### src/rtl/simple_pkg.sv
`default_nettype none
//==============================================================================
// Module      : simple_pkg
// Description : Shared definitions for the 16-bit SIMPLE core: instruction
//               width, opcode field constants, the fetch state encoding and a
//               helper that recognises the HLT instruction.
// Revision    : 1.0 - initial release
//==============================================================================
package simple_pkg;

    localparam int INSTR_W = 16;

    // op1 field, instr[15:14]
    localparam logic [1:0] OP1_LD  = 2'b00;
    localparam logic [1:0] OP1_BR  = 2'b10;
    localparam logic [1:0] OP1_ALU = 2'b11;

    // op3 field of ALU-class instructions, instr[7:4]
    localparam logic [3:0] OP3_CMP = 4'b0101;
    localparam logic [3:0] OP3_OUT = 4'b1101;
    localparam logic [3:0] OP3_HLT = 4'b1111;

    typedef enum logic [1:0] {
        FETCH_IDLE = 2'd0,
        FETCH_RUN  = 2'd1,
        FETCH_HALT = 2'd2
    } fetch_state_t;

    function automatic logic is_hlt(input logic [INSTR_W-1:0] ins);
        return (ins[15:14] == OP1_ALU) && (ins[7:4] == OP3_HLT);
    endfunction

endpackage : simple_pkg
`default_nettype wire

### src/rtl/fetch_skid.sv
`default_nettype none
//==============================================================================
// Module      : fetch_skid
// Description : One-entry holding register for a fetched {instr, pc} pair.
//               Catches read data that returns while the output stage is
//               stalled. Flush wins over push/pop; push together with pop
//               replaces the entry and keeps it full.
// Ports       : clk, rst_n        - clock, asynchronous active-low reset
//               i_push/i_pop      - write / release the entry
//               i_flush           - discard the entry
//               i_instr/i_pc      - data to store
//               o_full            - entry holds valid data
//               o_instr/o_pc      - stored data
// Revision    : 1.0 - initial release
//==============================================================================
module fetch_skid
    import simple_pkg::*;
#(
    parameter int ADDR_W = 12
) (
    input  logic               clk,
    input  logic               rst_n,
    input  logic               i_push,
    input  logic               i_pop,
    input  logic               i_flush,
    input  logic [INSTR_W-1:0] i_instr,
    input  logic [ADDR_W-1:0]  i_pc,
    output logic               o_full,
    output logic [INSTR_W-1:0] o_instr,
    output logic [ADDR_W-1:0]  o_pc
);

    logic               r_full;
    logic [INSTR_W-1:0] r_instr;
    logic [ADDR_W-1:0]  r_pc;

    always_ff @(posedge clk or negedge rst_n) begin
        if (!rst_n) begin
            r_full  <= 1'b0;
            r_instr <= '0;
            r_pc    <= '0;
        end else begin
            if (i_flush) begin
                r_full <= 1'b0;
            end else if (i_push) begin
                r_full <= 1'b1;
            end else if (i_pop) begin
                r_full <= 1'b0;
            end

            if (i_push && !i_flush) begin
                r_instr <= i_instr;
                r_pc    <= i_pc;
            end
        end
    end

    assign o_full  = r_full;
    assign o_instr = r_instr;
    assign o_pc    = r_pc;

endmodule : fetch_skid
`default_nettype wire

### src/rtl/instr_fetch.sv
`default_nettype none
//==============================================================================
// Module      : instr_fetch
// Description : Instruction fetch front end for the SIMPLE core. Walks the PC
//               through a synchronous-read instruction memory and presents one
//               instruction per cycle, tagged with its address, to decode over
//               a valid/stall handshake. Handles branch redirects, stops on an
//               accepted HLT and restarts from IDLE/HALT on exec.
// Ports       : clock, reset              - clock, async active-low reset
//               exec                      - start / resume request
//               stall                     - decode cannot accept this cycle
//               redirect, redirect_pc     - taken branch and its target
//               imem_en, imem_addr        - memory read strobe and address
//               imem_rdata                - read data, one cycle after imem_en
//               instr, instr_pc           - presented instruction and address
//               instr_valid               - instr is live
//               halted                    - fetch is in HALT
// Revision    : 1.0 - initial release
//==============================================================================
module instr_fetch
    import simple_pkg::*;
#(
    parameter int ADDR_W   = 12,
    parameter int RESET_PC = 0
) (
    input  logic               clock,
    input  logic               reset,
    input  logic               exec,
    input  logic               stall,
    input  logic               redirect,
    input  logic [ADDR_W-1:0]  redirect_pc,
    output logic               imem_en,
    output logic [ADDR_W-1:0]  imem_addr,
    input  logic [INSTR_W-1:0] imem_rdata,
    output logic [INSTR_W-1:0] instr,
    output logic [ADDR_W-1:0]  instr_pc,
    output logic               instr_valid,
    output logic               halted
);

    localparam logic [ADDR_W-1:0] c_reset_pc = ADDR_W'(RESET_PC);

    fetch_state_t       r_state;
    fetch_state_t       w_state_nxt;

    logic [ADDR_W-1:0]  r_pc;
    logic               r_pend;       // read issued last cycle, data on imem_rdata now
    logic [ADDR_W-1:0]  r_pend_pc;
    logic               r_out_valid;
    logic [INSTR_W-1:0] r_out_instr;
    logic [ADDR_W-1:0]  r_out_pc;

    logic               w_accept;
    logic               w_hlt_acc;
    logic               w_issue;
    logic               w_squash;
    logic               w_out_free;
    logic               w_load_skid;
    logic               w_load_ret;
    logic               w_skid_push;
    logic               w_skid_pop;
    logic               w_skid_full;
    logic [INSTR_W-1:0] w_skid_instr;
    logic [ADDR_W-1:0]  w_skid_pc;

    //--------------------------------------------------------------------------
    // State register
    //--------------------------------------------------------------------------
    always_ff @(posedge clock or negedge reset) begin
        if (!reset) begin
            r_state <= FETCH_IDLE;
        end else begin
            r_state <= w_state_nxt;
        end
    end

    //--------------------------------------------------------------------------
    // Next state, issue and handshake decode
    //--------------------------------------------------------------------------
    always_comb begin
        w_state_nxt = r_state;
        w_hlt_acc   = 1'b0;
        w_issue     = 1'b0;
        w_accept    = r_out_valid && !stall;

        case (r_state)
            FETCH_IDLE, FETCH_HALT: begin
                // A redirect here only reloads the PC, so it masks exec.
                if (!redirect && exec) begin
                    w_state_nxt = FETCH_RUN;
                end
            end
            FETCH_RUN: begin
                if (redirect) begin
                    w_state_nxt = FETCH_RUN;
                end else if (w_accept && is_hlt(r_out_instr)) begin
                    w_hlt_acc   = 1'b1;
                    w_state_nxt = FETCH_HALT;
                end else begin
                    // Under stall at most one more word may be in flight:
                    // it either lands in the skid or the skid is already used.
                    w_issue = !(stall && (r_pend || w_skid_full));
                end
            end
            default: begin
                w_state_nxt = FETCH_IDLE;
            end
        endcase
    end

    // Redirect and an accepted HLT both discard everything behind the output.
    assign w_squash = (r_state == FETCH_RUN) && (redirect || w_hlt_acc);

    // Output slot can take new data when empty or being accepted; the skid
    // entry is older than returning data, so it goes first.
    assign w_out_free  = !r_out_valid || w_accept;
    assign w_load_skid = !w_squash && w_out_free && w_skid_full;
    assign w_load_ret  = !w_squash && w_out_free && !w_skid_full && r_pend;
    assign w_skid_pop  = w_load_skid;
    assign w_skid_push = !w_squash && r_pend && (!w_out_free || w_skid_full);

    fetch_skid #(
        .ADDR_W (ADDR_W)
    ) u_skid (
        .clk     (clock),
        .rst_n   (reset),
        .i_push  (w_skid_push),
        .i_pop   (w_skid_pop),
        .i_flush (w_squash),
        .i_instr (imem_rdata),
        .i_pc    (r_pend_pc),
        .o_full  (w_skid_full),
        .o_instr (w_skid_instr),
        .o_pc    (w_skid_pc)
    );

    //--------------------------------------------------------------------------
    // PC, pending read and output register
    //--------------------------------------------------------------------------
    always_ff @(posedge clock or negedge reset) begin
        if (!reset) begin
            r_pc        <= c_reset_pc;
            r_pend      <= 1'b0;
            r_pend_pc   <= '0;
            r_out_valid <= 1'b0;
            r_out_instr <= '0;
            r_out_pc    <= '0;
        end else begin
            if (redirect) begin
                r_pc <= redirect_pc;
            end else if (w_hlt_acc) begin
                // Resume point is the word after the HLT, not the read-ahead PC.
                r_pc <= r_out_pc + 1'b1;
            end else if (w_issue) begin
                r_pc <= r_pc + 1'b1;
            end

            r_pend <= w_issue;
            if (w_issue) begin
                r_pend_pc <= r_pc;
            end

            if (w_squash) begin
                r_out_valid <= 1'b0;
            end else if (w_out_free) begin
                r_out_valid <= w_load_skid || w_load_ret;
            end

            if (w_load_skid) begin
                r_out_instr <= w_skid_instr;
                r_out_pc    <= w_skid_pc;
            end else if (w_load_ret) begin
                r_out_instr <= imem_rdata;
                r_out_pc    <= r_pend_pc;
            end
        end
    end

    assign imem_en     = w_issue;
    assign imem_addr   = r_pc;
    assign instr       = r_out_valid ? r_out_instr : '0;
    assign instr_pc    = r_out_pc;
    assign instr_valid = r_out_valid;
    assign halted      = (r_state == FETCH_HALT);

endmodule : instr_fetch
`default_nettype wire

### config.mk
export PLATFORM = sky130hd
export DESIGN_NAME = instr_fetch
export DESIGN_NICKNAME = d
export VERILOG_FILES = /design/src/rtl/simple_pkg.sv /design/src/rtl/fetch_skid.sv /design/src/rtl/instr_fetch.sv
export SDC_FILE = /design/constraint.sdc
export NUM_CORES = 1
export LEC_CHECK = 0
export ABC_AREA = 1
export CAP_MARGIN = 25
export CELL_PAD_IN_SITES_DETAIL_PLACEMENT = 2
export CELL_PAD_IN_SITES_GLOBAL_PLACEMENT = 2
export CORE_MARGIN = 2
export CORE_UTILIZATION = 34
export CTS_BUF_LIST = sky130_fd_sc_hd__clkbuf_4 sky130_fd_sc_hd__clkbuf_8
export DETAILED_ROUTE_END_ITERATION = 6
export PLACE_DENSITY = 0.93
export SLEW_MARGIN = 20
export SYNTH_ARGS = -nofsm -noshare
export SYNTH_HDL_FRONTEND = slang
export SYNTH_SLANG_ARGS = --single-unit
### constraint.sdc
create_clock -name clock -period 4.45 [get_ports clock]
set_input_delay 0.89 -clock clock [delete_from_list [all_inputs] [get_ports clock]]
set_output_delay 0.89 -clock clock [all_outputs]
set_load 0.05 [all_outputs]
; ---- Word-level counts from Yosys, hierarchy flattened
; Cells that the tools add are included.
[op_classes]
div_mod_pow = 0
n_reduce_logical = 32
magnitude_cmp = 0
n_eq_ne = 6
add_sub_neg = 2
muxes = 23
n_mul = 0
shift = 0
bitwise_logic = 0
[ops]
columns = op, n
row1 = 12-bit two-way mux, 5
row2 = 16-bit two-way mux, 3
row3 = 12-bit by 1-bit adder with 12-bit output (second input constant), 2
row4 = 1-bit logical AND, 13
row5 = 1-bit two-way mux, 11
row6 = 1-bit zero test, 7
row7 = 2-bit two-way mux, 3
row8 = 3-bit nonzero test, 2
row9 = 1-bit logical OR, 5
row10 = 2-bit == test (second input constant), 2
row11 = 4-bit == test (second input constant), 1
row12 = 2-bit one-hot mux with 2 select lines, 1
row13 = 2-bit nonzero test, 2
row14 = 3-bit != test (second input constant), 1
row15 = 2-bit by 1-bit == test with 1-bit output (second input constant), 1
row16 = 2-bit zero test, 1
row17 = 2-bit != test (second input constant), 1
row18 = 2-bit AND reduction, 1
row19 = 2-bit OR reduction, 1
[totals]
ram_bits = 0
output_inout_bits = 43
wordCells = 73
memories = 0
register_bits = 85
rom_bits = 0
inputBits = 33
latch_bits = 0

; ---- Longest topological paths before layout
[depth]
word_depth = 15
mapped_depth = 16
depth_no_buf = 15

; ---- By module
; From an unflattened synthesis, not the netlist that was laid out.
[unflattened]
cells_unflattened = 563
hier_area_um2 = 4476.8
[by_module_without_submodules]
columns = module, seq_area_each_um2, cells_each, instances, area_per_inst_um2
row1 = instr_fetch, 1401.3, 436, 1, 3288.2
row2 = fetch_skid, 725.7, 127, 1, 1188.6

; ---- Worst setup path before layout
; No wires, ideal clock.
[synth_timing]
path_kind = input -> output
startpoint = input port redirect
endpoint = output port imem_en
required_ns = 3.560
cell_stages = 6
path_slack_ns = 1.623
path_buffers = 3
arrival_time_ns = 1.937
path_cell_list = buf_6 -> nor2_2 -> buf_6 -> o211ai_2 -> inv_2 -> buf_2
[synth_between]
elab_chain_len = 2
[synth_rtl]
columns = element, line
row1 = from (decl), instr_fetch.sv:30  ; input logic redirect,
row2 = 1-bit two-way mux, instr_fetch.sv:94  ; if (redirect) begin
row3 = 1-bit two-way mux, instr_fetch.sv:86  ; case (r_state)
row4 = to (decl), instr_fetch.sv:32  ; output logic imem_en,
; Every way passes these cells.

; ---- Worst setup path in the final report
; Same ends and word-level chain as after synthesis.

==> reports/metrics.cfg <==
[run_status]
status = complete, no violations

[logic_synthesis]
synthFlopType = dfrtp_1
ys_ff_latch = 85
ys_seq_area_share_pct = 48.7
yosys.area.top_type_share_pct = 48.7
yosysWarnings = 0
ys_async_sr_fraction_pct = 100
syn_inst = 539
synth_edf_count = 0
synthTopCellsByCount = nand2_1, dfrtp_1, inv_1, o21ai_0, o211ai_1
synth_top_area_cell = dfrtp_1
avgSynthCellArea_sq_um = 8.10
synth.cell_area_sq_um = 4370
yosysMostFrequentCell = nand2_1
synthesis.nets = 573
synth_cell_type_count = 34
synth_area_leaders = dfrtp_1, nand2_1, inv_1

[drt]
drt_iter0_markers = 186
ant_nets = 0
wirelength_mm = 15.6
drc_errors = 0
routed_via_density = 5.15
dr.pass1.iters = 4
wl_per_cell_um = 19.9
via_count = 4038

[sta]
fin_crit_ns = 3.68
timing.setup.tns_ns = 0
fin_crit_sh_pct = 82.6
whs_ns = 0.501
slew_headroom_pct = 47.1
max_slew.worst_pin.slew_ns = 0.793
max_freq_mhz = 272
setup-violations-final = 0
finalMaxSlewViolations = 0
rsz0062_at_grt = false
hold_viol = 0
finClkSkew_ns = 0.0119

[placement]
dp_hpwl_mm = 9.83
port-buffer-count = 75
routabilityCongestion = 0.821

[cts]
tritoncts = built
post_cts_resize_count = 0
cts_sinks = 85
numCtsBuffers = 9
clockBufferDepth = 2
clkSlewWorstSetupHoldPaths_ns = 0.08
htreeDepth = 3
post-cts-setup-buffers = 0
clk_latency_ns = 0.38
hold_buffers = 0
cts-root-buf = clkbuf_8

[min_path]
min_path_type = reg -> reg
min_delay_path_depth = 1

[job]
maxCapViolations = 0

[final_layout]
drive_above_1_share_pct = 9.17
final_util_pct = 43.4
syn2layout_area_growth_pct = 24.7
fin_nets = 640

[setup_path]
critPathBufInv = 3
reg2reg_depth = 12
cp.arrival_ns = 2.79
crit_family = buffers and inverters
path_cells = clkdlybuf4s50_1, nor2_2, o211ai_2, inv_2, buf_4
max_stage_delay_ns = 0.48
crit_fanout = 18
cp-end-kind = output port
crit_cells = 5
crit_slowest_cell = clkdlybuf4s50_1
critical_path_class = in -> out
cp-start-kind = primary input
cp.required_ns = 3.56
r2r_setup_slack_ns = 1.55

[global_routing]
antenna_found_initial = 1
grt_pass1_vias = 4566
grt_max_degree = 52
grt_pass1_wl_mm = 24.4
track_usage_pct = 22.3
gr-total-overflow = 0

[floorplan]
core_area_sq_um = 12600
ios = 76
die_x_um = 117
die_h_um = 117
start_util_pct = 34.8
rows = 41
dieArea_sq_um = 13800

[power]
p_switching_uw = 1560
clock_power_share_pct = 17.5
p_comb_share_pct = 43.4
leakage_uw = 0.00275
power_density_nw_per_um2 = 623
ir_worst_vdd_mv = 0.306
cell_internal_pwr_uw = 1830
seqPwrFrac_pct = 39.2
switching_share_pct = 46.1

==> kinds of logic after synthesis <==
kind of cell	synth area share, %
xor+xnor	0.602
simple gates	24.3
flops	48.7
buf+inv	10.5
fa+ha+maj	0.286
compound gates	15.7
==> registers in the layout, indices dropped and copies added, names as in the netlist <==
| name | count |
|---|---|
| u_skid.o_instr | 16 |
| instr_pc | 12 |
| u_skid.o_pc | 12 |
| r_pend_pc | 12 |
| r_pend | 1 |
| u_skid.o_full | 1 |
| imem_addr | 12 |
| instr_valid | 1 |
| r_state | 2 |
| r_out_instr | 16 |
==> cell usage in the layout (no fill, tap or decap), drive strengths merged, types with 2 or more instances in the layout <==
cell type and count:
a21oi 8, buf 9, clkbuf 13, clkdlybuf4s50 73, clkinv 2, dfrtp 85
inv 74, nand2 194, nand3 14, nand3b 3, nand4 9, nor2 21
o211ai 31, o21a 5, o21ai 62, xnor2 2
==> power groups by stage <==
stage	sequential [uW]	combinational [uW]	clock (uW)
floorplan	1520	708	0
global placement	1310	1350	0
detailed placement	1330	1430	0
CTS	1330	1460	603
global route	1370	1600	636
finish	1330	1470	594
==> stage by stage <==
| step | setup slack, ns | std cells | area [sq um] | power, uW |
|---|---|---|---|---|
| after floorplan | 1.62 | 539 | 4370 | 2220 |
| after global placement | 0.935 | 766 | 5220 | 2660 |
| final | 0.773 | 784 | 5450 | 3400 |
| after global routing | 0.647 | 784 | 5450 | 3600 |
| after detailed placement | 0.845 | 766 | 5220 | 2760 |
| after CTS | 0.816 | 782 | 5420 | 3390 |
==> path summary, 6_finish.rpt <==
kind	from	endpoint
hold reg to reg	r_out_instr[0]	r_out_instr[0]
hold / removal	r_out_instr[0]	r_out_instr[0]
max in group asynchronous	reset	u_skid.o_pc[11]
min in group asynchronous	reset	u_skid.o_instr[4]
setup reg to reg	instr_valid	imem_addr[6]
setup / recovery	redirect	imem_en
==> layer usage <==
metal  track usage [%]  share of wire (%)
met1              27.5                 41
met3              3.50                2.5
met2              38.9                 53
met4              9.41                3.5
met5                 0                  0
==> worst reg2reg max path, delay by kind of cell, from the launching register on <==
| family | cells | cell delay [ns] |
|---|---|---|
| simple gates | 7 | 1.25 |
| fa+ha+maj | 1 | 0.21 |
| compound gates | 3 | 0.43 |
| flops | 1 | 0.78 |
| buf+inv | 1 | 0.10 |
==> area by class of cell <==
cell class	count	area (sq um)
clock buffer	13	160
sequential	85	2130
timing repair buffer	82	831
antenna	1	2.50
tap	172	215
inverter	74	278
multi-input combinational	354	1790
clock inverter	3	43.8
fill	1434	7120
Note: power is estimated with default switching activity, not from simulation.
